$ cat config.mk
export PLATFORM = sky130hd
export DESIGN_NAME = lsu_mem_port
export DESIGN_NICKNAME = d
export VERILOG_FILES = /design/src/rtl/lsu_mem_port.sv
export SDC_FILE = /design/constraint.sdc
export NUM_CORES = 1
export LEC_CHECK = 0
export BUFFER_PORTS_ARGS = -buffer_cell sky130_fd_sc_hd__buf_4
export CELL_PAD_IN_SITES_DETAIL_PLACEMENT = 1
export CELL_PAD_IN_SITES_GLOBAL_PLACEMENT = 1
export CORE_MARGIN = 2
export CORE_UTILIZATION = 35
export CTS_CLUSTER_DIAMETER = 30
export DETAILED_ROUTE_END_ITERATION = 6
export HOLD_SLACK_MARGIN = 0.12
export PLACE_DENSITY = 0.89
export SYNTH_ARGS = -nofsm -noshare
export SYNTH_HDL_FRONTEND = slang
export SYNTH_SLANG_ARGS = --single-unit
$ cat constraint.sdc
create_clock -name clk -period 2.2 [get_ports clk]
set_clock_uncertainty 0.15 [all_clocks]
set_input_delay 0.44 -clock clk [delete_from_list [all_inputs] [get_ports clk]]
set_output_delay 0.44 -clock clk [all_outputs]
set_load 0.05 [all_outputs]
$ cat src/rtl/lsu_mem_port.sv
// Load/store port: one request in flight, sizes and aligns it onto a 32-bit word memory bus.
// Latency: accept + N wait cycles + 1 resp cycle (errors respond the cycle after accept); req_ready only in IDLE.
module lsu_mem_port #(
   parameter int MAX_WAIT = 255
) (
   input  logic        clk,
   input  logic        rst,
   input  logic        req_valid,
   output logic        req_ready,
   input  logic        req_store,
   input  logic [2:0]  req_funct3,
   input  logic [31:0] req_addr,
   input  logic [31:0] req_wdata,
   output logic        resp_valid,
   output logic [31:0] resp_rdata,
   output logic [1:0]  resp_err,
   output logic        mem_read,
   output logic        mem_write,
   output logic [31:0] mem_address,
   output logic [31:0] mem_wdata,
   output logic [3:0]  mem_byte_enable,
   input  logic [31:0] mem_rdata,
   input  logic        mem_resp
);

   typedef enum logic [1:0] {IDLE, MEM_WAIT, RESP} state_t;

   localparam logic [7:0] WAIT_LAST = 8'(MAX_WAIT - 1);

   state_t      state;
   logic [7:0]  wait_cnt;
   logic [2:0]  lat_funct3;
   logic [1:0]  lat_off;

   logic        illegal;
   logic        misaligned;
   logic [3:0]  be;
   logic [31:0] wdata_sh;
   logic [31:0] rdata_sh;
   logic [31:0] load_data;

   assign req_ready = (state == IDLE);

   always_comb begin
      illegal    = req_store ? (req_funct3 >= 3'd3)
                             : (req_funct3 == 3'd3 || req_funct3[2:1] == 2'b11);
      misaligned = (req_funct3[1:0] == 2'd1 && req_addr[0]) ||
                   (req_funct3[1:0] == 2'd2 && req_addr[1:0] != 2'b00);
      be = 4'b1111;
      if (req_store) begin
         case (req_funct3[1:0])
            2'd0:    be = 4'b0001 << req_addr[1:0];
            2'd1:    be = 4'b0011 << req_addr[1:0];
            default: be = 4'b1111;
         endcase
      end
      wdata_sh = req_wdata << {req_addr[1:0], 3'b000};
   end

   // Extraction uses the offset/width latched at accept, not the live request.
   always_comb begin
      rdata_sh = mem_rdata >> {lat_off, 3'b000};
      case (lat_funct3)
         3'd0:    load_data = {{24{rdata_sh[7]}}, rdata_sh[7:0]};
         3'd1:    load_data = {{16{rdata_sh[15]}}, rdata_sh[15:0]};
         3'd4:    load_data = {24'd0, rdata_sh[7:0]};
         3'd5:    load_data = {16'd0, rdata_sh[15:0]};
         default: load_data = rdata_sh;
      endcase
   end

   always_ff @(posedge clk) begin
      if (rst) begin
         state           <= IDLE;
         wait_cnt        <= 8'd0;
         lat_funct3      <= 3'd0;
         lat_off         <= 2'd0;
         resp_valid      <= 1'b0;
         resp_rdata      <= 32'd0;
         resp_err        <= 2'd0;
         mem_read        <= 1'b0;
         mem_write       <= 1'b0;
         mem_address     <= 32'd0;
         mem_wdata       <= 32'd0;
         mem_byte_enable <= 4'd0;
      end else begin
         case (state)
            IDLE: begin
               if (req_valid) begin
                  lat_funct3      <= req_funct3;
                  lat_off         <= req_addr[1:0];
                  mem_address     <= {req_addr[31:2], 2'b00};
                  mem_wdata       <= wdata_sh;
                  mem_byte_enable <= be;
                  wait_cnt        <= 8'd0;
                  resp_rdata      <= 32'd0;
                  if (illegal) begin
                     state      <= RESP;
                     resp_valid <= 1'b1;
                     resp_err   <= 2'd2;
                  end else if (misaligned) begin
                     state      <= RESP;
                     resp_valid <= 1'b1;
                     resp_err   <= 2'd1;
                  end else begin
                     state     <= MEM_WAIT;
                     mem_read  <= ~req_store;
                     mem_write <= req_store;
                  end
               end
            end
            MEM_WAIT: begin
               // A response in the final permitted cycle beats the timeout.
               if (mem_resp) begin
                  state      <= RESP;
                  mem_read   <= 1'b0;
                  mem_write  <= 1'b0;
                  resp_valid <= 1'b1;
                  resp_err   <= 2'd0;
                  resp_rdata <= mem_write ? 32'd0 : load_data;
               end else if (wait_cnt == WAIT_LAST) begin
                  state      <= RESP;
                  mem_read   <= 1'b0;
                  mem_write  <= 1'b0;
                  resp_valid <= 1'b1;
                  resp_err   <= 2'd3;
                  resp_rdata <= 32'd0;
               end else begin
                  wait_cnt <= wait_cnt + 8'd1;
               end
            end
            RESP: begin
               state      <= IDLE;
               resp_valid <= 1'b0;
               resp_rdata <= 32'd0;
               resp_err   <= 2'd0;
            end
            default: state <= IDLE;
         endcase
      end
   end

endmodule

---- Word level (Yosys, flattened, before mapping) ----
Cells that the tools add are included.
operators by class
  muxes and demuxes ....................... 41
  shifts and indexed selects .............. 4
  $lt $le $gt $ge ......................... 1
  $add $sub $neg .......................... 1
  bitwise operators ....................... 1
  eq/ne operators ......................... 17
  reductions and logical operators ........ 16
operators with widths
  cell                 count
  $mux 32              4
  $pmux 32 s4          1
  $pmux 32 s3          1
  $shl 32x5->32        1
  $shr 32x5->32        1
  $mux 8               3
  $mux 2               10
  $pmux 8 s2           1
  $mux 1               14
  $ne 2x2->1 const B   5
  $add 8x1->8 const B  1
  $eq 8x8->1 const B   1
  $pmux 4 s2           1
  $reduce_and 4->1     2
  $eq 2x2->1 const B   3
  $eq 3x3->1 const B   2
  $pmux 2 s3           1
  $reduce_and 5->1     1
  $eq 2x1->1 const B   2
  $logic_not 2->1      2
  $mux 4               1
  $pmux 1 s2           2
  $pmux 2 s2           1
  $reduce_and 2->1     2
  15 further kinds     18
storage, ports and cells
  logic and storage cells ................. 93
  bits in registers ....................... 118
  output and inout port bits .............. 106
  input port bits ......................... 104

---- Longest topological paths before layout ----
Gate-level depths: netlist of run 1.
  word-level depth ........................ 7
  gate-level depth with buffers ........... 9
  mapped depth without buffers ............ 7

---- Least setup slack after synthesis of run 1 ----
OpenSTA, ideal clock, no wires.
  path type ............................... register to register
  start point ............................. register state[0]
  end point ............................... register wait_cnt[7]
  buffers on the path ..................... 0
  period minus slack after synthesis ...... 2.361 ns
  slack ................................... -0.161 ns
  arrival ................................. 2.142 ns
  required time ........................... 1.980 ns
  cell stages (with the launch flop) ...... 7
  library setup time ...................... 0.070 ns
  cell sequence ........................... dfxtp_1 > inv_1 > ha_1 > nand2_1 > o32a_1 > or3_1 > a21oi_1
between the ends
  word-level cells in the longest chain between the ends .. 3
  elaborated cells between the ends (all ways) .. 8
  classes of those cells .................. eq/ne (4); mux (1); reduce/logical (3)
RTL lines
  element                                                           line  text
  from (decl)                                                       30    state_t state;
  from (signal assigned)                                            74    state <= IDLE;
  from (signal assigned)                                            98    state <= RESP;
  from (signal assigned)                                            102   state <= RESP;
  $logic_not 2->1 *                                                 -
  via req_ready                                                     9     output logic req_ready,
  $ne 2x2->1 (no line) / $reduce_bool 2->1 (equally long branches)  -
  $reduce_and 4->1 (no line)                                        -
  to (signal assigned)                                              129   wait_cnt <= wait_cnt + 8'd1;
  to (decl)                                                         31    logic [7:0] wait_cnt;
The timed path passes the listed nets; every way through them passes the cells marked *.
A chain may end at the register's enable or synchronous reset.

---- Final worst setup path of run 1 ----
  start point ............................. input port mem_rdata[31]
  end point ............................... register resp_rdata[24]
between the ends
  word-level cells in the longest chain between the ends .. 5
RTL lines
  element               line  text
  from (decl)           22    input logic [31:0] mem_rdata,
  $shr 32x5->32         62    rdata_sh = mem_rdata >> {lat_off, 3'b000};
  $pmux 32 s4           63    case (lat_funct3)
  $mux 32               120   resp_rdata <= mem_write ? 32'd0 : load_data;
  $mux 32               114   if (mem_resp) begin
  $pmux 32 s3           87    case (state)
  to (signal assigned)  120
  to (decl)             15    output logic [31:0] resp_rdata,
Every way passes these cells.

==> impl_results.md, run 1 <==
* Outcome: finished, violations left
* Violated checks: negative setup slack
* Insertion delay to the later sink of the worst-skew pair at 0.42 ns
* Ratio of cells with drive above 1 in the final layout at 0.343
* Max Slew Vio Count at 0
* Total global routing track utilization at 0.254
* Classification of the worst setup path: input pin to flop
* Cell count after placement at 983
* Final non-filler cell area at 8050 µm²
* Highest Clock Rate at 451 MHz
* Depth of the most critical reg-to-reg path at 7
* Chip Width at 127 µm
* Count of warnings emitted by yosys at 0
* Count of inserted antenna diode cells at 0
* TritonCTS clock tree: done
* Count of port buffers added during placement at 207
* Total grt overflow at 0
* Count of pins on the block boundary at 210
* Master cell of the clock root buffer: clkbuf_16
* Post-placement setup slack at 0.0803 ns
* Routed Antenna Nets at 0
* Number of placement rows at 44
* H-tree Lvls at 4
* Met3 Routed Length at 1570 µm
* Post-synthesis instance area at 5290 µm²
* Flops & latches, synth at 118
* Area added between synthesis and finish at 52.4%
* Category of the worst setup path launch point: input pin
* CTS Buffer Depth at 2
* Via density per instance at 5.41
* Largest net degree at the start of global routing at 88
* Final worst slack at -0.0195 ns
* Max Used Layer: met4
* Initial standard-cell utilization of the core at 0.361
* Kind of capture point of the worst setup path: flop
* Setup TNS at -0.0538 ns
* Height of the chip at 127 µm
* Post-DP Area at 7120 µm²
* Register clock-pin slew on the reported worst setup and hold paths at 0.06 ns
* Post-CTS setup repair buffer count at 0
* CP max FO at 8
* Power density relative to cell area at 841 nW/µm²
* Most used flip-flop cell after synthesis: dfxtp_1
* RSZ-0062 raised after global routing: true
* Post-synthesis sequential area ratio at 0.447
* Via total after detailed routing at 5,665
* Required time of the critical path at 2.35 ns
* Wire length of the first global-routing pass at 32,200 µm
* Data arrival time of the worst path at 2.37 ns
* Initial antenna violation count at 0
* Sum of routed wire segments on met1 at 7900 µm
* Count of unresolved DRC violations after routing at 0
* Die Footprint at 16,100 µm²
* Number of max-cap violations at 0
* Utilization after layout at 0.550
* Total iterations of the first detailed-routing run at 4
* Tot Pwr at 6.77 mW
* Dpl hpwl at 13,100 µm
* Number of instances in the synthesized netlist at 613
* # nets final at 960
* Routability congestion estimate from global placement at 0.832
* Count of routing violations after the opening detailed-route iteration at 322
* Worst hold stages at 3
* Synthesized area per cell at 8.62 µm²
* Clock Sinks at 118
* Final Instance Count excl. Fillers at 1,047
* Number of buffers created by CTS at 17
* Peak supply drop at 0.000490 V
* Synth unique cells at 54
* Final hold violations at 0
* Post-synth EDFFs at 0
* Wirelength per Cell at 19.5 µm
* Layout filler cell count at 1,713
* Static Leakage at 3.46 nW
* Total detailed-routing wirelength at 20,400 µm
* Worst hold slack at 0.135 ns
* Via count of the first global-routing pass at 6,046
* Async set-or-reset flop fraction in the synthesized netlist at 0
* Core area at 14,600 µm²
* Sum of met2 wire segment lengths after detailed routing at 10,300 µm
* Setup violations, final at 7
* Period utilization at 1.01
* Class of the tightest hold or removal check: input pin to flop
* Final critical delay including setup and external delays at 2.22 ns
[sequential cells by signal (all words and copies together), names as in the netlist]
name,cells
lat_funct3,3
resp_err,2
wait_cnt,8
resp_rdata,32
mem_address,30
mem_byte_enable,4
lat_off,2
state,2
mem_wdata,32
mem_read,1
mem_write,1
resp_valid,1
[Yosys cell counts (2+ instances only)]
cell,n,area (µm²)
nand2b_1,4,25.0
o21ai_0,15,75.1
a21oi_1,62,310
a22oi_1,17,128
a31oi_1,2,12.5
mux2_2,20,225
ha_1,6,75.1
inv_1,5,18.8
and3_1,2,12.5
or3_1,2,12.5
nand3b_1,2,15.0
nand2_1,111,417
buf_1,5,18.8
nor2b_1,9,56.3
xor2_1,4,35.0
a221o_1,8,80.1
a21o_1,2,15.0
and2b_1,3,22.5
a2bb2oi_1,7,61.3
a211oi_1,12,90.1
a32oi_1,8,70.1
a211o_1,8,70.1
dfxtp_1,118,2360
buf_4,2,15.0
or2_2,2,12.5
buf_2,9,45.0
nand3_1,3,15.0
a221oi_1,9,78.8
clkbuf_1,27,101
o211ai_1,10,75.1
nor2_1,62,233
nor3_1,11,55.1
mux2i_1,25,250
[metal layers]
metal / track usage / vias up
li1: - / 2659
met1: 0.279 / 2736
met2: 0.448 / 226
met3: 0.0831 / 44
met4: 0.111 / 0
met5: 0 / -
[where the power goes]
part           internal, mW  switching [mW]
logic                 0.586            1.00
registers              2.26          0.0845
clock network          1.81            1.03
total                  4.66            2.11
[path summary, 6_finish.rpt]
check                       start         endpoint  slack (ns)
setup / recovery    mem_rdata[31]   resp_rdata[24]       -0.02
hold / removal       req_addr[18]  mem_address[18]        0.13
setup reg to reg         state[1]   resp_rdata[24]        0.01
hold reg to reg   mem_address[26]  mem_address[26]        0.30
[placed cells by master, fill, tap and decap left out, types with 3 or more instances in the layout]
cell type,netlist,layout
buf_4,2,224
dfxtp_1,118,118
nand2_1,111,109
a21oi_1,62,62
nor2_1,62,60
dlygate4sd3_1,0,32
mux2i_1,25,25
mux2_2,20,20
a22oi_1,17,17
clkbuf_16,0,17
o21ai_0,15,15
a211oi_1,12,12
nor3_1,11,11
o211ai_1,10,10
nor2b_1,9,9
a221oi_1,9,9
a211o_1,8,8
a32oi_1,8,8
a221o_1,8,8
a2bb2oi_1,7,7
inv_1,5,5
ha_1,6,5
buf_12,0,5
nand2b_1,4,4
xor2_1,4,4
nand2_2,1,3
and2b_1,3,3
nand3_1,3,3
clkinv_2,0,3
bufinv_16,0,3
clkinvlp_4,0,3
clkinv_4,0,3
[worst max-delay path: stages]
cell,delay (ns)
dlygate4sd3_1,0.54
buf_4,0.15
mux2_2,0.29
mux4_2,0.49
nand2_2,0.09
nor2_2,0.08
a221o_1,0.29
[kinds of logic (layout without fill, tap and decap cells)]
family,Yosys count,count (layout),share of synthesized area
compound gates,165,165,0.211
simple gates,223,223,0.186
flops,118,118,0.447
mux,46,46,0.0942
fa+ha+maj,6,6,0.0142
other cells,1,2,0.000710
xor+xnor,4,4,0.00663
buf+inv,50,299,0.0405
[area by class of cell]
class,count,area [µm²],area share
Multi-Input combinational cell,446,2740,0.340
Sequential cell,118,2360,0.293
Timing Repair Buffer,261,2100,0.261
Clock buffer,20,447,0.0555
Tap cell,184,230,0.0286
Clock inverter,12,154,0.0191
Inverter,6,22.5,0.00280
[what timing repair did]
| action | CTS | global route |
|---|---|---|
| hold buffers | 32 | 0 |
| setup endpoints to repair | 2 | 32 |
| hold endpoints to repair | 32 | 0 |
| resized for setup | 1 | 4 |
| cloned | 0 | 0 |
Power figures use the tool's default switching activity.
==> inputs of run 2 (changes only) <==
- CORE_UTILIZATION: 35 -> 28
- PLACE_DENSITY: 0.89 -> default
- PLACE_DENSITY_LB_ADDON: default -> 0.1
==> run 2 against run 1 <==
The flow now finishes without violations. Critical path depth is the same. Worst hold slack lost 0.0047 ns. Fmax grew 1.5%. Sequential cell count is the same. Sequential share of layout area shrank 0.083 points. Final cell count grew 4.5%. Non-clock buffer count shrank 2. Critical endpoint is now resp_rdata[25]. Largest power group unchanged. Highest routed layer unchanged.
==> impl_results.md, run 2 (same netlist as run 1, synthesis figures left out) <==
* Internal at 4.78 mW (was 4.66 mW)
* Via count of the first global-routing pass at 5,866 (was 6,046)
* Combinational cell fraction of total power at 0.227 (was 0.235)
* Via density per instance at 4.99 (was 5.41)
* Largest net degree at the start of global routing at 74 (was 88)
* Count of inserted antenna diode cells at 0 (unchanged)
* Class of the tightest hold or removal check: input pin to flop (unchanged)
* Chip Width at 141 µm (was 127 µm)
* Setup violations, final at 0 (was 7)
* Setup TNS at 0 ns (was -0.0538 ns)
* Total detailed-routing wirelength at 19,100 µm (was 20,400 µm)
* Most frequent cells in the layout: 231 x buf_4, 116 x dfxtp_1, 109 x nand2_1 (was 224 x buf_4, 118 x dfxtp_1, 109 x nand2_1)
* Total global routing track utilization at 0.191 (was 0.254)
* Post-DP Area at 7160 µm² (was 7120 µm²)
* Power density relative to cell area at 843 nW/µm² (was 841 nW/µm²)
* Final hold violations at 0 (unchanged)
* Max Slew Vio Count at 0 (unchanged)
* Static Leakage at 3.47 nW (was 3.46 nW)
* Initial standard-cell utilization of the core at 0.283 (was 0.361)
* Period utilization at 0.994 (was 1.01)
* Number of placement rows at 50 (was 44)
* Final worst slack at 0.0141 ns (was -0.0195 ns)
* Final critical delay including setup and external delays at 2.19 ns (was 2.22 ns)
* Via total after detailed routing at 5,457 (was 5,665)
* Master cell of the clock root buffer: clkbuf_16 (unchanged)
* Switching pwr at 2.04 mW (was 2.11 mW)
* Count of routing violations after the opening detailed-route iteration at 159 (was 322)
* Clk network pwr share at 0.429 (was 0.418)
* Clock Sinks at 118 (unchanged)
* # nets final at 958 (was 960)
* CTS Buffer Depth at 2 (unchanged)
* Area added between synthesis and finish at 53.0% (was 52.4%)
* Total iterations of the first detailed-routing run at 4 (unchanged)
* Total grt overflow at 0 (unchanged)
* Ratio of cells with drive above 1 in the final layout at 0.355 (was 0.343)
* Peak supply drop at 0.000560 V (was 0.000490 V)
* Number of max-cap violations at 0 (unchanged)
* Category of the worst setup path launch point: input pin (unchanged)
* Data arrival time of the worst path at 2.33 ns (was 2.37 ns)
* Count of pins on the block boundary at 210 (unchanged)
* H-tree Lvls at 4 (unchanged)
* Wire length of the first global-routing pass at 30,600 µm (was 32,200 µm)
* Core area at 18,600 µm² (was 14,600 µm²)
* Classification of the worst setup path: input pin to flop (unchanged)
* Number of buffers created by CTS at 17 (unchanged)
* Switching portion of total power at 0.299 (was 0.312)
* Count of unresolved DRC violations after routing at 0 (unchanged)
* Most common cell after layout, fill and taps aside: buf_4 (unchanged)
* Initial antenna violation count at 0 (unchanged)
* Required time of the critical path at 2.34 ns (was 2.35 ns)
* Final non-filler cell area at 8090 µm² (was 8050 µm²)
* Insertion delay to the later sink of the worst-skew pair at 0.41 ns (was 0.42 ns)
* Routed Antenna Nets at 0 (unchanged)
* Dpl hpwl at 14,100 µm (was 13,100 µm)
* Routability congestion estimate from global placement at 0.758 (was 0.832)
* CP max FO at 8 (unchanged)
* TritonCTS clock tree: done (unchanged)
* Highest Clock Rate at 457 MHz (was 451 MHz)
* Outcome: completed (was finished, violations left)
* Top flop regs: mem_wdata (32), resp_rdata (32), mem_address (30) (unchanged)
* Register clock-pin slew on the reported worst setup and hold paths at 0.06 ns (about the same)
* Count of port buffers added during placement at 207 (unchanged)
* Kind of capture point of the worst setup path: flop (unchanged)
* Seq pwr share at 0.344 (was 0.347)
* Wirelength per Cell at 17.5 µm (was 19.5 µm)
* Height of the chip at 141 µm (was 127 µm)
* Post-placement setup slack at 0.0458 ns (was 0.0803 ns)
* Die Footprint at 20,000 µm² (was 16,100 µm²)
run 2: cell count changes in the layout (fill, tap and decap cells not counted), sizes merged:
cell and delta:
buf +5, bufinv +1, clkbuf +1, clkinv -1, clkinvlp -2, dlygate4sd3 -7
run 2: stage by stage:
stage | power (mW) | hold WS, ns | instances | util
global route | 7.12 | 0.124 | 1094 | 0.434
CTS | 6.88 | 0.121 | 1091 | 0.430
global placement | 3.87 | 0.293 | 1035 | 0.384
finish | 6.82 | 0.130 | 1094 | 0.434
detailed placement | 3.90 | 0.298 | 1035 | 0.384
floorplan | 3.32 | 0.300 | 614 | -
run 2: worst paths after layout:
kind                            slack, ns         endpoint             from  cells past startpoint
worst min register to register       0.31  mem_address[31]  mem_address[31]                      2
worst max register to register       0.11      wait_cnt[7]      wait_cnt[0]                      7
worst min-delay path                 0.13  mem_address[14]     req_addr[14]                      3
worst max-delay path                 0.01   resp_rdata[25]    mem_rdata[31]                      7
run 2: critical path: stages:
cell and delay, ns:
dlygate4sd3_1 0.56, buf_4 0.15, mux2_4 0.27, mux4_2 0.48, nand2_2 0.10, nor2_4 0.06, a221o_1 0.27
run 2: repair_timing:
item,in CTS,in global routing
setup buffers,0,3
hold endpoints to repair,25,0
endpoints found under the setup margin,0,62
gates resized for setup,0,12
hold buffers,25,0
run 2: cell type report:
type / count / area [µm²]
Clock buffer: 21 / 460
Multi-Input combinational cell: 446 / 2760
Timing Repair Buffer: 259 / 2040
Clock inverter: 10 / 153
Sequential cell: 118 / 2360
Fill cell: 2175 / 10600
Tap cell: 234 / 293
Inverter: 6 / 22.5
run 2: routing by layer:
layer  GRT usage  part of all wire  vias to the layer above
met5           0                 0                        -
met4      0.0600             0.016                        0
met3      0.0584             0.064                       21
met2       0.340              0.50                      136
met1       0.219              0.42                     2661
li1            -                 -                     2639
run 2: power groups by stage:
stage	Sequential (mW)	Combinational [mW]	Clock (mW)
6_report	2.34	1.55	2.93
5_1_grt	2.36	1.67	3.10
4_1_cts	2.34	1.55	2.99
3_5_place_dp	2.39	1.51	0
3_3_place_gp	2.38	1.49	0
2_1_floorplan	2.76	0.562	0
